[src/rtl/cordic_vector_iter.sv]
`default_nettype none
// ============================================================================
// Module   : cordic_vector_iter
// Desc     : Iterative vectoring CORDIC, (x,y) -> magnitude and atan2 phase
//            in degrees x10000. Define CORDIC_MAG_CORR_EN to remove the
//            CORDIC gain from mag_out (otherwise mag_out is raw X).
// Revision : 1.0 - initial release
// ============================================================================
module cordic_vector_iter #(
   parameter int W_IN   = 24,
   parameter int W_INT  = 26,
   parameter int W_PH   = 22,
   parameter int N_ITER = 14
) (
   input  logic              clk,
   input  logic              aresetn,
   input  logic              in_valid,
   output logic              in_ready,
   input  logic [W_IN-1:0]   x_in,
   input  logic [W_IN-1:0]   y_in,
   output logic              out_valid,
   input  logic              out_ready,
   output logic [W_IN-1:0]   mag_out,
   output logic [W_PH-1:0]   phase_out,
   output logic              busy
);

   typedef enum logic [1:0] {
      S_IDLE = 2'd0,
      S_ITER = 2'd1,
      S_CORR = 2'd2,
      S_DONE = 2'd3
   } state_t;

   localparam logic signed [W_PH-1:0] c_Z_P90  = W_PH'(900000);
   localparam logic signed [W_PH-1:0] c_Z_M90  = W_PH'(-900000);
   localparam logic signed [W_PH-1:0] c_Z_P180 = W_PH'(1800000);
   localparam logic signed [W_PH-1:0] c_Z_M180 = W_PH'(-1800000);
   localparam logic [3:0]             c_LAST   = 4'(N_ITER - 1);

   state_t                  r_state;
   logic signed [W_INT-1:0] r_x;
   logic signed [W_INT-1:0] r_y;
   logic signed [W_PH-1:0]  r_z;
   logic [3:0]              r_iter;
   logic                    r_zero;

   logic signed [W_INT-1:0] w_x_ext;
   logic signed [W_INT-1:0] w_y_ext;
   logic signed [W_INT-1:0] w_fold_x;
   logic signed [W_INT-1:0] w_fold_y;
   logic signed [W_PH-1:0]  w_fold_z;
   logic signed [W_INT-1:0] w_x_sh;
   logic signed [W_INT-1:0] w_y_sh;
   logic signed [W_PH-1:0]  w_angle;
   logic signed [W_INT-1:0] w_x_nxt;
   logic signed [W_INT-1:0] w_y_nxt;
   logic signed [W_PH-1:0]  w_z_nxt;
   logic signed [W_PH-1:0]  w_phase;
   logic [W_IN-1:0]         w_mag;

   assign w_x_ext = {{(W_INT-W_IN){x_in[W_IN-1]}}, x_in};
   assign w_y_ext = {{(W_INT-W_IN){y_in[W_IN-1]}}, y_in};

   // Rotate left-half-plane vectors by +/-90 deg so the iterations converge
   always_comb begin
      w_fold_x = w_x_ext;
      w_fold_y = w_y_ext;
      w_fold_z = '0;
      if (x_in[W_IN-1]) begin
         if (!y_in[W_IN-1]) begin
            w_fold_x = w_y_ext;
            w_fold_y = -w_x_ext;
            w_fold_z = c_Z_P90;
         end else begin
            w_fold_x = -w_y_ext;
            w_fold_y = w_x_ext;
            w_fold_z = c_Z_M90;
         end
      end
   end

   always_comb begin
      w_angle = '0;
      case (r_iter)
         4'd0:    w_angle = W_PH'(450000);
         4'd1:    w_angle = W_PH'(265651);
         4'd2:    w_angle = W_PH'(140362);
         4'd3:    w_angle = W_PH'(71250);
         4'd4:    w_angle = W_PH'(35763);
         4'd5:    w_angle = W_PH'(17899);
         4'd6:    w_angle = W_PH'(8952);
         4'd7:    w_angle = W_PH'(4476);
         4'd8:    w_angle = W_PH'(2238);
         4'd9:    w_angle = W_PH'(1119);
         4'd10:   w_angle = W_PH'(560);
         4'd11:   w_angle = W_PH'(280);
         4'd12:   w_angle = W_PH'(140);
         4'd13:   w_angle = W_PH'(70);
         default: w_angle = '0;
      endcase
   end

   assign w_x_sh = r_x >>> r_iter;
   assign w_y_sh = r_y >>> r_iter;

   // Drive Y toward zero; both updates use the pre-step X and Y
   always_comb begin
      if (!r_y[W_INT-1]) begin
         w_x_nxt = r_x + w_y_sh;
         w_y_nxt = r_y - w_x_sh;
         w_z_nxt = r_z + w_angle;
      end else begin
         w_x_nxt = r_x - w_y_sh;
         w_y_nxt = r_y + w_x_sh;
         w_z_nxt = r_z - w_angle;
      end
   end

   always_comb begin
      if (r_zero) begin
         w_phase = '0;
      end else if (r_z <= c_Z_M180) begin
         w_phase = c_Z_P180;
      end else begin
         w_phase = r_z;
      end
   end

`ifdef CORDIC_MAG_CORR_EN
   localparam int K_GAIN = 16468;
   localparam int W_PROD = 48;

   logic [W_PROD-1:0] w_prod;

   // X is non-negative after the fold, so unsigned division truncates toward 0
   assign w_prod = W_PROD'(unsigned'(r_x)) * W_PROD'(10000);
   assign w_mag  = W_IN'(w_prod / W_PROD'(K_GAIN));
`else
   assign w_mag  = r_x[W_IN-1:0];
`endif

   always_ff @(posedge clk or negedge aresetn) begin
      if (!aresetn) begin
         r_state   <= S_IDLE;
         r_x       <= '0;
         r_y       <= '0;
         r_z       <= '0;
         r_iter    <= '0;
         r_zero    <= 1'b0;
         in_ready  <= 1'b1;
         out_valid <= 1'b0;
         busy      <= 1'b0;
         mag_out   <= '0;
         phase_out <= '0;
      end else begin
         case (r_state)
            S_IDLE: begin
               if (in_valid && in_ready) begin
                  r_x      <= w_fold_x;
                  r_y      <= w_fold_y;
                  r_z      <= w_fold_z;
                  r_iter   <= '0;
                  r_zero   <= (x_in == '0) && (y_in == '0);
                  in_ready <= 1'b0;
                  busy     <= 1'b1;
                  r_state  <= S_ITER;
               end
            end
            S_ITER: begin
               r_x <= w_x_nxt;
               r_y <= w_y_nxt;
               r_z <= w_z_nxt;
               if (r_iter == c_LAST) begin
                  r_state <= S_CORR;
               end else begin
                  r_iter <= r_iter + 4'd1;
               end
            end
            S_CORR: begin
               mag_out   <= r_zero ? '0 : w_mag;
               phase_out <= w_phase;
               out_valid <= 1'b1;
               busy      <= 1'b0;
               r_state   <= S_DONE;
            end
            S_DONE: begin
               if (out_ready) begin
                  out_valid <= 1'b0;
                  in_ready  <= 1'b1;
                  r_state   <= S_IDLE;
               end
            end
            default: r_state <= S_IDLE;
         endcase
      end
   end

endmodule
`default_nettype wire

[config.mk]
export PLATFORM = sky130hd
export DESIGN_NAME = cordic_vector_iter
export DESIGN_NICKNAME = d
export VERILOG_FILES = /design/src/rtl/cordic_vector_iter.sv
export SDC_FILE = /design/constraint.sdc
export NUM_CORES = 1
export LEC_CHECK = 0
export CORE_UTILIZATION = 40
export DETAILED_ROUTE_END_ITERATION = 6
export PLACE_DENSITY_LB_ADDON = 0.2
export SKIP_LAST_GASP = 1
export SLEW_MARGIN = 30
export SYNTH_ARGS = -nofsm -noshare
export SYNTH_HDL_FRONTEND = slang
export SYNTH_SLANG_ARGS = --single-unit
[constraint.sdc]
create_clock -name clk -period 7 [get_ports clk]
set_input_delay 2.1 -clock clk [delete_from_list [all_inputs] [get_ports clk]]
set_output_delay 2.1 -clock clk [all_outputs]
set_load 0.01 [all_outputs]
Word-level counts from Yosys, hierarchy flattened. Memories as Yosys holds them, arrays and structs flattened. Cells that the tools add are included.

$add $sub $neg: 9. Order comparisons: 1. Equality and inequality tests: 8. Shift operators: 2. Muxes and demuxes: 32. Reduce and logical (&&, ||, !) cells: 16.

Operators with widths (number): 26-bit two-way mux (8); 22-bit two-way mux (6); 26-bit case mux with 2 select lines (2); 26-bit adder (2); 24-bit negator with 26-bit output (2); 26-bit by 4-bit >>> shifter with 26-bit output (2); 26-bit subtractor (2); 24-bit zero test (2); 22-bit case mux with 2 select lines (1); 24-bit two-way mux (1); 22-bit adder (1); 22-bit less-or-equal comparator, second input constant (1); 22-bit subtractor (1); 3-bit AND reduction (3); 4-bit two-way mux (2); 2-bit != test, second input constant (4); 2-bit case mux with 4 select lines (1); 4-bit case mux with 2 select lines (1); 2-bit AND reduction (4); 2-bit nonzero test (4); 2-bit two-way mux (3); 1-bit case mux with 2 select lines (3); 4-bit by 1-bit adder with 4-bit output, second input constant (1); 2-bit equality test, second input constant (2); other kinds (5) (9).

Register bits: 130. ROM bits: 304. Input bits: 52. Output and inout bits: 49. Word-level logic and storage cells: 80. Memories kept: 1.

Memories: (name not given) (words 16, bits a word 19, read ports 1, clocked after Yosys merged registers in 0, write ports 0, line 85) `case (r_iter)`.

Longest topological paths before layout. Gate-level depths: netlist (run 1).

Depth in word-level cells: 5. Mapped depth: 26. Gate-level depth less buffers: 23.

Worst setup path before layout (run 1). OpenSTA, ideal clock, no wires.

Path type: flip-flop to flip-flop. From: reg r_iter[1]. To: reg r_y[25]. Arrival time: 5.604 ns. Setup slack: 1.314 ns. Cell stages (with the launch flop): 24. Path buffers: 5. Clock period less this slack: 5.686 ns. Cell sequence: dfrtp_1 -> buf_6 -> buf_12 -> buf_12 -> buf_2 -> buf_1 -> mux4_2 -> a31oi_1 -> o21ai_0 -> nor3b_1 -> and4_1 -> nor2b_1 -> a21oi_1 -> xnor2_1 -> ha_1 -> nand4_1 -> or2_2 -> o31ai_1 -> a2111oi_0 -> nor4b_1 -> nor3_1 -> o31ai_1 -> xnor3_1 -> o22ai_1.

Cells in the longest elaborated chain, start to end: 4. Elaborated cells on any way between the ends: 5. Those cells by class: add/sub: 2; shift: 1; mux: 2.

Ends and longest elaborated chain: from (decl) (line 45) `logic [3:0] r_iter;`; from (signal assigned) (line 177) `r_iter <= r_iter + 4'd1;`; 26-bit by 4-bit >>> shifter with 26-bit output (*) (line 104) `assign w_x_sh = r_x >>> r_iter;`; 26-bit subtractor / 26-bit adder (equally long branches) (line 111, 115); 26-bit two-way mux (*) (line 109) `if (!r_y[W_INT-1]) begin`; 26-bit case mux with 2 select lines (*) (line 157) `case (r_state)`; to (signal assigned) (line 161) `r_y <= w_fold_y;`; to (signal assigned) (line 172) `r_y <= w_y_nxt;`; to (decl) (line 43) `logic signed [W_INT-1:0] r_y;`.

Mark *: on every way between the ends. The rest lies on a longest branch, timed or not. A chain may end at the register's enable or synchronous reset.

Worst setup path in the final report (run 1). Ends and elaborated chain as after synthesis.

==> impl_metrics.json, run 1 <==
{
  "netlist.area_leader.share": 0.217,
  "clkTransAtPathRegs_ns": 0.07,
  "max-slew-margin-rel": 0.377,
  "netlist_area_um2": 14900,
  "initial_utilization": 0.406,
  "fin_crit_sh": 0.913,
  "fin_cells": 2381,
  "synth_edf_count": 0,
  "hpwl_um": 38400,
  "tightest_slew_ns": 0.934,
  "overflow": 0,
  "regArea_um2": 3260,
  "cts_made_buffers": 17,
  "placed_cells": 2349,
  "grt-busiest-layer": "met2",
  "cpPeakStageDelay_ns": 0.96,
  "synth_area_leaders": "dfrtp_1, ha_1, a21oi_1",
  "drt_pass1_iterations": 6,
  "cp_slowest_cell": "dfrtp_2",
  "via_count": 14400,
  "fin_skew_ns": 0.0158,
  "grt_pass1_vias": 13700,
  "drive_gt1_frac": 0.0868,
  "layout_commonest_cell": "nand2_1",
  "cp-start-kind": "flip-flop",
  "grt_max_degree": 89,
  "maxSlewViolCount": 0,
  "antenna_cells": 0,
  "end_kind": "flip-flop",
  "clock.fmax_mhz": 156,
  "postRouteAntennaNets": 0,
  "synth_nets": 2005,
  "syn_inst": 1859,
  "rsz0062_at_grt": "false",
  "n_fill_cell": 3656,
  "status": "finished clean",
  "synth_top_area_cell": "dfrtp_1",
  "setup_viol": 0,
  "drc": 0,
  "rows": 70,
  "required_ns": 7.37,
  "crit_top_cell": "o31ai_1",
  "use_met3": 0.0453,
  "nets": 2046,
  "period_minus_slack_ns": 6.39,
  "finalHoldViolCount": 0,
  "cts_setup_buffers": 0,
  "fin_setup_tns_ns": 0,
  "clock_path_buffers": 2,
  "cts_sinks": 130,
  "final_cell_mix": "nand2_1, a21oi_1, nor2_1",
  "synth-seq-cells": 130,
  "cap_viol_max_count": 0,
  "yosysWarningCount": 0,
  "h-tree-depth": 4,
  "coreArea_um2": 36600,
  "fin_area_um2": 16800,
  "post_cts_resized": 0,
  "area_growth_pct": 13.0,
  "clkLatencyLatePin_ns": 0.46,
  "synth_ff_type": "dfrtp_1",
  "cts_hold_buf": 0,
  "dieWidth_um": 195,
  "ys_seq_area_frac": 0.219,
  "port_buffers": 100,
  "drt_wl_total_um": 51000,
  "yosysUniqueCellTypes": 83,
  "critical_path_class": "flip-flop to flip-flop",
  "initialDrtViolationCount": 1283,
  "die_y_um": 195,
  "hp-class": "flip-flop to flip-flop",
  "worstPathMaxFanout": 39,
  "gp_congestion": 0.927,
  "synthArstFlopShare": 1.00,
  "multiInputGateArea_um2": 10800,
  "top_level_ports": 101,
  "crit_chain": "mux4_2, mux2i_1, o21ai_0, nor3b_1, and4_1, nor2b_1, a21oi_1, xnor2_1, ha_1, nand4_1, or2_2, o31ai_1, a2111oi_0, nor4b_1, nor3_1, o31ai_1, xnor3_1, o22ai_1",
  "grt_usage": 0.271,
  "via_per_inst": 6.04,
  "syn_avg_cell_area_um2": 7.99,
  "cts_root_buffer": "clkbuf_16",
  "utilization": 0.459,
  "antenna_found_initial": 0,
  "dpl_cell_area_um2": 16200,
  "use_met2": 0.437,
  "cts_tree": "yes",
  "globalRouteMet1Util": 0.351,
  "die-area_um2": 37900,
  "wl_per_cell_um": 21.4,
  "crit_arrival_ns": 6.77,
  "grt_pass1_wl_um": 79400
}
metal layers:
metal,share of wire,up-vias
met2,0.46,503
met3,0.055,80
met4,0.048,0
li1,-,6848
met1,0.44,6953
met5,0,-
cells by family after synthesis:
logic type                 synth area share
xor gates and xnor gates             0.0893
and+or+nand+nor                       0.169
adders and majority gates            0.0813
DFF                                   0.219
buffers and inverters                0.0609
muxes                                 0.131
AOI/OAI and AO/OA                     0.250
critical path, delay by kind of cell (launching register included):
family | cells | cell delay [ns]
adder cells (fa/ha/maj) | 1 | 0.38
AO/OA/AOI/OAI | 6 | 1.39
XOR/XNOR | 2 | 0.54
AND/OR/NAND/NOR | 7 | 2.15
multiplexers | 2 | 0.88
flip-flops | 1 | 0.96
sequential cells by signal, indices dropped and copies added (netlist names), 2 cells and up:
register	count
r_x	26
r_iter	4
mag_out	24
r_state	2
phase_out	22
r_z	22
r_y	26
cell type report:
cell class / count / area share
timing repair buffer: 130 / 0.0725
inverter: 108 / 0.0241
clock inverter: 13 / 0.00753
clock buffer: 19 / 0.0264
multi-input combinational: 1513 / 0.640
tap: 468 / 0.0349
sequential: 130 / 0.194
path summary, 6_finish.rpt:
kind / from / endpoint / slack (ns) / depth (start not counted)
setup / recovery: r_iter[1] / r_y[25] / 0.61 / 18
hold / removal: phase_out[13] / phase_out[13] / 0.50 / 1
setup reg to reg: r_iter[1] / r_y[25] / 0.61 / 18
hold reg to reg: phase_out[13] / phase_out[13] / 0.50 / 1
max in group asynchronous: aresetn / r_y[13] / 4.09 / 2
min in group asynchronous: aresetn / r_state[0] / 1.71 / 1
synth_stat cells, drive strengths merged, types with 11 or more instances:
cell	instances
mux2i	44
nand3	34
nor2b	23
or3	11
a22oi	11
xor2	61
mux4	51
clkbuf	72
nor2	168
o21bai	11
nand2	187
o41ai	11
xnor2	88
buf	36
nand2b	17
a31oi	24
a21oi	188
o21ai	168
inv	105
ha	91
and2	14
a21o	25
o22ai	14
mux2	27
nor3	28
o31ai	21
dfrtp	129
o21a	12
a211oi	47
stage by stage:
stage | hold slack, ns | setup slack, ns
5_1_grt | 0.527 | 0.148
3_5_place_dp | 0.496 | 0.714
2_1_floorplan | 0.470 | 1.31
3_3_place_gp | 0.489 | 0.870
6_report | 0.504 | 0.607
4_1_cts | 0.508 | 0.660
Power of run 1 is not shown: default switching activity piles up to over one toggle a cycle in this logic, so the estimate is an artifact.
==> run 2: changes to the inputs <==
==> constraint.sdc (replaced) <==
create_clock -name clk -period 8.1 [get_ports clk]
set_input_delay 2.43 -clock clk [delete_from_list [all_inputs] [get_ports clk]]
set_output_delay 2.43 -clock clk [all_outputs]
set_load 0.01 [all_outputs]
==> impl_metrics.json, run 2 (synthesis results as in run 1) <==
{
  "fin_skew_ns": 0.0163,
  "fin_hold_ws_ns": 0.507,
  "grt_max_degree": 88,
  "placed_cells": 2337,
  "via_per_inst": 6.06,
  "tightest_slew_ns": 1.04,
  "top_level_ports": 101,
  "gp_congestion": 0.954,
  "drc": 0,
  "coreArea_um2": 36600,
  "r2r-end": "r_y[25]",
  "r2r-start": "r_iter[0]",
  "hp-class": "flip-flop to flip-flop",
  "rows": 70,
  "cts_root_buffer": "clkbuf_16",
  "initial_utilization": 0.406,
  "drt_wl_total_um": 51200,
  "wl_per_cell_um": 21.6,
  "die_y_um": 195,
  "cp-start-kind": "flip-flop",
  "max-slew-margin-rel": 0.288,
  "rrSetupSlack_ns": 1.44,
  "cts_tree": "yes",
  "fin_setup_tns_ns": 0,
  "clkLatencyLatePin_ns": 0.45,
  "fin_cells": 2368,
  "hpwl_um": 38200,
  "largest_registers": "r_x: 26 flops, r_y: 26 flops, mag_out: 24 flops",
  "overflow": 0,
  "r2r_cells": 20,
  "postRouteAntennaNets": 0,
  "post_cts_resized": 0,
  "layout_commonest_cell": "nand2_1",
  "fin_crit_sh": 0.822,
  "crit_arrival_ns": 7.02,
  "grt_pass1_vias": 13600,
  "drive_gt1_frac": 0.0816,
  "clkTransAtPathRegs_ns": 0.07,
  "via_count": 14300,
  "end_kind": "flip-flop",
  "cts_sinks": 130,
  "cts_made_buffers": 17,
  "hold_end": "phase_out[14]",
  "rsz0062_at_grt": "false",
  "grt_usage": 0.271,
  "antenna_found_initial": 0,
  "hp-start": "phase_out[14]",
  "antenna_cells": 0,
  "setup_viol": 0,
  "clock_path_buffers": 2,
  "maxSlewViolCount": 0,
  "period_minus_slack_ns": 6.66,
  "fin_area_um2": 16700,
  "critical_path_class": "flip-flop to flip-flop",
  "h-tree-depth": 4,
  "dpl_cell_area_um2": 16100,
  "cap_viol_max_count": 0,
  "initialDrtViolationCount": 1222,
  "required_ns": 8.46,
  "clock.fmax_mhz": 150,
  "die-area_um2": 37900,
  "dieWidth_um": 195,
  "drt_pass1_iterations": 5,
  "status": "finished clean",
  "worstPathMaxFanout": 36,
  "cts_hold_buf": 0,
  "hold_path_depth": 1,
  "port_buffers": 100,
  "nets": 2034,
  "grt_pass1_wl_um": 79400,
  "finalHoldViolCount": 0,
  "cts_setup_buffers": 0,
  "area_growth_pct": 12.5,
  "final_cell_mix": "nand2_1, a21oi_1, nor2_1"
}
-- run 2: worst max-delay path: stages, from the launching register on --
cell and delay (ns):
dfrtp_2 0.93, buf_4 0.54, mux2i_1 0.28, o221ai_1 0.17
o22ai_1 0.18, a21oi_1 0.11, nor3b_1 0.34, and4_1 0.31
nor2b_1 0.31, a21oi_1 0.13, xnor2_1 0.18, ha_1 0.40
nand4_1 0.18, or2_2 0.33, o31ai_1 0.41, a2111oi_0 0.20
nor4b_1 0.61, nor3_1 0.10, o31ai_1 0.33, xnor3_1 0.37
o22ai_1 0.15
-- run 2: worst max-delay path by stage --
stage          startpoint       to  slack, ns  cells after the start
4_1_cts         r_iter[0]  r_y[25]       1.48                     19
6_report        r_iter[0]  r_y[25]       1.44                     20
2_1_floorplan   r_iter[1]  r_y[25]       2.41                     23
3_5_place_dp    r_iter[0]  r_y[25]       1.52                     19
5_1_grt         r_iter[0]  r_y[25]       0.75                     20
3_3_place_gp    r_iter[0]  r_y[25]       1.65                     20
-- run 2: metrics by stage --
| step | setup slack [ns] | util |
|---|---|---|
| floorplan | 2.41 | - |
| global route | 0.747 | 0.457 |
| CTS | 1.48 | 0.456 |
| finish | 1.44 | 0.457 |
| detailed placement | 1.52 | 0.440 |
| global placement | 1.65 | 0.440 |
-- run 2: routing by layer --
| layer | wire (um) | vias to the layer above | global-route usage | part of all wire |
|---|---|---|---|---|
| met2 | 23700 | 531 | 0.435 | 0.46 |
| met1 | 22100 | 6894 | 0.354 | 0.43 |
| met4 | 2540 | 0 | 0.142 | 0.050 |
| met3 | 2980 | 106 | 0.0378 | 0.058 |
| li1 | - | 6814 | - | - |
| met5 | 0 | - | 0 | 0 |
-- run 2: final cells by class --
type                       instances  area [um^2]
fill                            3683        19900
multi-input combinational       1513        10800
sequential                       130         3260
timing repair buffer             118         1130
tap                              468          586
clock buffer                      18          439
inverter                         108          405
clock inverter                    13          149
Power of run 2 is left out for the same reason.
==> RTL change 1 (config.mk and constraints of run 1) <==
`W_INT`: 26 -> 30.
--- a/src/rtl/cordic_vector_iter.sv
+++ b/src/rtl/cordic_vector_iter.sv
@@ -8,7 +8,7 @@
 // ============================================================================
 module cordic_vector_iter #(
    parameter int W_IN   = 24,
-   parameter int W_INT  = 26,
+   parameter int W_INT  = 30,
    parameter int W_PH   = 22,
    parameter int N_ITER = 14
 ) (
Formal check against the unedited RTL: no difference found for any inputs over 10 cycles, from zero or initial values and one cycle with aresetn low; that may be too few to reach the edited logic, so the function may still have changed.
==> RTL change 1 against run 1 <==
  * Final area rose by 9.0%
  * Largest cell class unchanged
  * Worst setup slack improved by 0.40 ns
  * Critical path depth rose by 1
  * Global-route usage rose by 2.2 points
  * Critical path type unchanged
  * Sequential cell count rose by 8
  * Maximum frequency rose by 6.6%
  * Area after synthesis rose by 9.5%
  * Routed wire length rose by 17%
Power is left out: the tool's default activity adds up to more than one toggle a clock period on the data nets, which glitch-free logic cannot reach.
==> RTL change 1: results (changes against run 1) <==
{
  "status": "complete, no violations",
  "globalRouteMet3Util": {"value": 0.06408, "change": "+0.01879"},
  "grt_start_max_net_pins": {"value": 91, "change": "+2.2%"},
  "transition_time_of_the_tightest_slew_check_pin": {"value": 1.030, "unit": "ns", "change": "+0.09559 ns"},
  "met2RoutedLength": {"value": 26.05, "unit": "mm", "change": "+11%"},
  "seq_area_frac_synth": {"value": 0.2124, "change": "-0.006608"},
  "nFillCells": {"value": 3947, "change": "+8.0%"},
  "area.sequential": {"value": 3466, "unit": "um2", "change": "+6.3%"},
  "layout.nets": {"value": 2229, "change": "+8.9%"},
  "nonClkBufAreaFrac": {"value": 0.06966, "change": "-0.002854"},
  "inverters": {"value": 97, "change": "-10%"},
  "crit_path_max_fanout": {"value": 35, "change": "-10%"},
  "synthToLayoutAreaGrowth_pct": 12.51,
  "syn-mean-instance-area": {"value": 7.978, "unit": "um2", "change": "-0.21%"},
  "r2r_end": "r_x[26]",
  "holdPathEnd": "out_valid",
  "rr_worst_depth": {"value": 19, "change": "+1"},
  "routed.top_layer": "met5",
  "dp_hpwl": {"value": 46.67, "unit": "mm", "change": "+22%"},
  "wl_met1": {"value": 27.03, "unit": "mm", "change": "+21%"},
  "nNonClkBuffers": {"value": 135, "change": "+3.8%"},
  "synth_seq_cells": {"value": 138, "change": "+6.2%"},
  "finalWorstPathRequiredPeriod": {"value": 5.996, "unit": "ns", "change": "-0.3973 ns"},
  "clockNetworkAreaShare": {"value": 0.03022, "change": "-0.003694"},
  "largestRegisters": "r_x (30), r_y (30), mag_out (24)",
  "multi_input_area_share": {"value": 0.6550, "change": "+0.01464"},
  "wl_per_cell": {"value": 22.95, "unit": "um", "change": "+7.1%"},
  "synth_adder_area_share": {"value": 0.08292, "change": "+0.001590"},
  "place_inst": {"value": 2577, "change": "+9.7%"},
  "grt_antenna_before_repair": {"value": 1, "change": "+1"},
  "final.hold.worst_slack": {"value": 0.5140, "unit": "ns", "change": "+0.009775 ns"},
  "min-delay-start": "out_valid",
  "grt_pass1_wl": {"value": 92.32, "unit": "mm", "change": "+16%"},
  "synthesis.area": {"value": 16270, "unit": "um2", "change": "+9.5%"},
  "netlist-cell-type-count": {"value": 85, "change": "+2.4%"},
  "skew": {"value": 0.02216, "unit": "ns", "change": "+0.006337 ns"},
  "synth.area.mux_share": {"value": 0.1433, "change": "+0.01230"},
  "met3_length": {"value": 4.945, "unit": "mm", "change": "+77%"},
  "nClkBuffers": {"value": 20, "change": "+1"},
  "reg2reg_setup_slack": {"value": 1.00, "unit": "ns", "change": "+0.40 ns"},
  "share_of_final_layout_standard_cells_stronger_than_drive_strength_1": {"value": 0.09933, "change": "+0.01255"},
  "route.detailed.vias_per_inst": {"value": 6.042, "change": "about the same"}
}
[RTL change 1: cell types whose count changed in the layout (fill, tap and decap cells not counted), moves of 17 or more]
cell | run 1 | this run
sky130_fd_sc_hd__o21ai_0 | 165 | 130
sky130_fd_sc_hd__mux2i_1 | 42 | 75
sky130_fd_sc_hd__xnor2_1 | 88 | 105
sky130_fd_sc_hd__a21oi_1 | 186 | 223
sky130_fd_sc_hd__nor2_1 | 168 | 202
sky130_fd_sc_hd__mux2_2 | 27 | 47
[RTL change 1: how the worst max path moves through the flow]
stage | depth (start not counted) | from | end
6_report | 19 | r_iter[1] | r_x[26]
5_1_grt | 21 | r_iter[3] | r_y[29]
4_1_cts | 21 | r_iter[1] | r_y[29]
3_5_place_dp | 11 | y_in[2] | r_x[21]
3_3_place_gp | 11 | y_in[2] | r_x[21]
2_1_floorplan | 24 | r_iter[2] | r_x[29]
==> RTL change 2 (settings of run 1) <==
Made on the original files. The 4 states of `state_t` get a one-hot encoding in 4 bits.
--- a/src/rtl/cordic_vector_iter.sv
+++ b/src/rtl/cordic_vector_iter.sv
@@ -25,11 +25,11 @@
    output logic              busy
 );
 
-   typedef enum logic [1:0] {
-      S_IDLE = 2'd0,
-      S_ITER = 2'd1,
-      S_CORR = 2'd2,
-      S_DONE = 2'd3
+   typedef enum logic [3:0] {
+      S_IDLE = 4'b0001,
+      S_ITER = 4'b0010,
+      S_CORR = 4'b0100,
+      S_DONE = 4'b1000
    } state_t;
 
    localparam logic signed [W_PH-1:0] c_Z_P90  = W_PH'(900000);
Formal check against the unedited RTL: no difference found for any inputs over 10 cycles, from zero or initial values and one cycle with aresetn low; not proved beyond that.
==> RTL change 2 against run 1 <==
  * Worst setup slack better by 0.16 ns
  * Hold slack got worse by 0.026 ns
  * Final area grew 0.55%
  * Critical endpoint is now r_x[25]
  * Sequential cell count grew 2
  * Maximum frequency rose by 2.6%
  * Area after synthesis grew 0.69%
  * Utilization increased by 0.14 points
  * Routed wire length shrank 2.4%
  * Critical path depth did not move
Power is left out: it rests on default switching activity, and per cell area and clock period it moved more than threefold.
==> RTL change 2: results (changes against run 1) <==
{
  "netlist-cell-type-count": {"value": 89, "change": "+7.2%"},
  "share_of_final_layout_standard_cells_stronger_than_drive_strength_1": {"value": 0.09081, "change": "+0.004036"},
  "routed-via-count": {"value": 14220, "change": "-1.1%"},
  "max-clock-path-buffers": {"value": 2, "change": "unchanged"},
  "min-delay-start": "mag_out[20]",
  "slowest_delay": {"value": 0.84, "unit": "ns", "change": "-0.12 ns"},
  "crit_path_max_fanout": {"value": 47, "change": "+21%"},
  "synth_top_cells_by_count": "189 x sky130_fd_sc_hd__a21oi_1, 167 x sky130_fd_sc_hd__nor2_1, 145 x sky130_fd_sc_hd__nand2_1, 130 x sky130_fd_sc_hd__dfrtp_1, 115 x sky130_fd_sc_hd__o21ai_0",
  "skew": {"value": 0.02908, "unit": "ns", "change": "+0.01326 ns"},
  "cpLargestDelayFamily": "compound AO/OA/AOI/OAI gates",
  "detailedPlace.worstSlack": {"value": 0.8384, "unit": "ns", "change": "+0.1241 ns"},
  "critical_path.slowest_cell": "sky130_fd_sc_hd__dfrtp_4",
  "first_iteration_detailed_routing_drc_count": {"value": 1124, "change": "-12%"},
  "synth.net_count": {"value": 1942, "change": "-3.1%"},
  "gpl.final_weighted_congestion": {"value": 0.9564, "change": "+3.2%"},
  "dp_hpwl": {"value": 36.76, "unit": "mm", "change": "-4.3%"},
  "gr-usage-met2": {"value": 0.4192, "change": "-0.01796"},
  "layout.nets": {"value": 1967, "change": "-3.9%"},
  "cp_data_arrival_time": {"value": 6.53, "unit": "ns", "change": "-0.24 ns"},
  "slew_headroom": {"value": 0.3405, "change": "-0.03674"},
  "clk_latency": {"value": 0.46, "unit": "ns", "change": "about the same"},
  "grt_usage": {"value": 0.2609, "change": "-0.009717"},
  "grt_pass1_wl": {"value": 77.47, "unit": "mm", "change": "-2.4%"},
  "status": "complete, no violations",
  "synthToLayoutAreaGrowth_pct": 12.81,
  "gr-usage-met1": {"value": 0.3490, "change": "-0.001769"},
  "globalRouteMet3Util": {"value": 0.04059, "change": "-0.004702"},
  "timing_worst_setup_path_type": "register to register",
  "seq_area_frac_synth": {"value": 0.2209, "change": "+0.001927"}
}
RTL change 2: area by class of cell:
| class | instances | area [um2] |
|---|---|---|
| diodes | 1 | 2.502 |
| clock buffers | 20 | 446.7 |
| clock inverters | 12 | 192.7 |
| fillers | 3547 | 19820 |
| inverters | 48 | 180.2 |
| multi-input cells | 1503 | 10970 |
| flip-flops and latches | 132 | 3316 |
| well taps | 468 | 585.6 |
| repair buffers | 124 | 1192 |
RTL change 2: cell families after synthesis:
family / after synthesis / share of synthesized area
xor gates and xnor gates: 158 / 0.09248
AOI/OAI and AO/OA: 585 / 0.2459
DFF: 132 / 0.2209
buffers and inverters: 166 / 0.04724
adders and majority gates: 90 / 0.07659
muxes: 139 / 0.1459
and+or+nand+nor: 531 / 0.1710
RTL change 2: path summary, 6_finish.rpt:
| check | end | slack [ns] | cells past startpoint |
|---|---|---|---|
| max | r_x[25] | 0.77 | 18 |
| min | mag_out[20] | 0.48 | 2 |
| max reg2reg | r_x[25] | 0.77 | 18 |
| min reg2reg | mag_out[20] | 0.48 | 2 |
| max in group asynchronous | r_y[25] | 4.04 | 2 |
| min in group asynchronous | phase_out[10] | 1.75 | 1 |
RTL change 2: metal layers:
| metal | share of wire | vias to the layer above |
|---|---|---|
| met5 | 0 | - |
| met4 | 0.038 | 0 |
| met3 | 0.057 | 97 |
| met2 | 0.46 | 518 |
| met1 | 0.44 | 6874 |
| li1 | - | 6733 |
RTL change 2: stage by stage:
step / utilization / hold slack [ns] / area, um2 / instances
global placement: 0.4422 / 0.4604 / 16230 / 2275
floorplan: - / 0.4764 / 14960 / 1801
detailed placement: 0.4423 / 0.4670 / 16230 / 2275
CTS: 0.4598 / 0.4813 / 16870 / 2307
finish: 0.4600 / 0.4787 / 16880 / 2308
global route: 0.4599 / 0.5030 / 16880 / 2307
RTL change 2: worst register-to-register path, cell delays in order (launching register included):
cell and delay [ns]:
sky130_fd_sc_hd__dfrtp_4 0.84, sky130_fd_sc_hd__mux4_1 0.67, sky130_fd_sc_hd__mux2_2 0.30, sky130_fd_sc_hd__a222oi_1 0.52, sky130_fd_sc_hd__ha_1 0.30, sky130_fd_sc_hd__nand2_1 0.14, sky130_fd_sc_hd__nor2_4 0.21, sky130_fd_sc_hd__nor2_1 0.08
sky130_fd_sc_hd__xor2_1 0.18, sky130_fd_sc_hd__ha_1 0.38, sky130_fd_sc_hd__a211o_1 0.33, sky130_fd_sc_hd__o311ai_0 0.45, sky130_fd_sc_hd__a211oi_1 0.20, sky130_fd_sc_hd__o41ai_1 0.64, sky130_fd_sc_hd__o211ai_1 0.25, sky130_fd_sc_hd__a31oi_1 0.24
sky130_fd_sc_hd__xnor2_1 0.14, sky130_fd_sc_hd__nand2_1 0.09, sky130_fd_sc_hd__mux2i_1 0.16
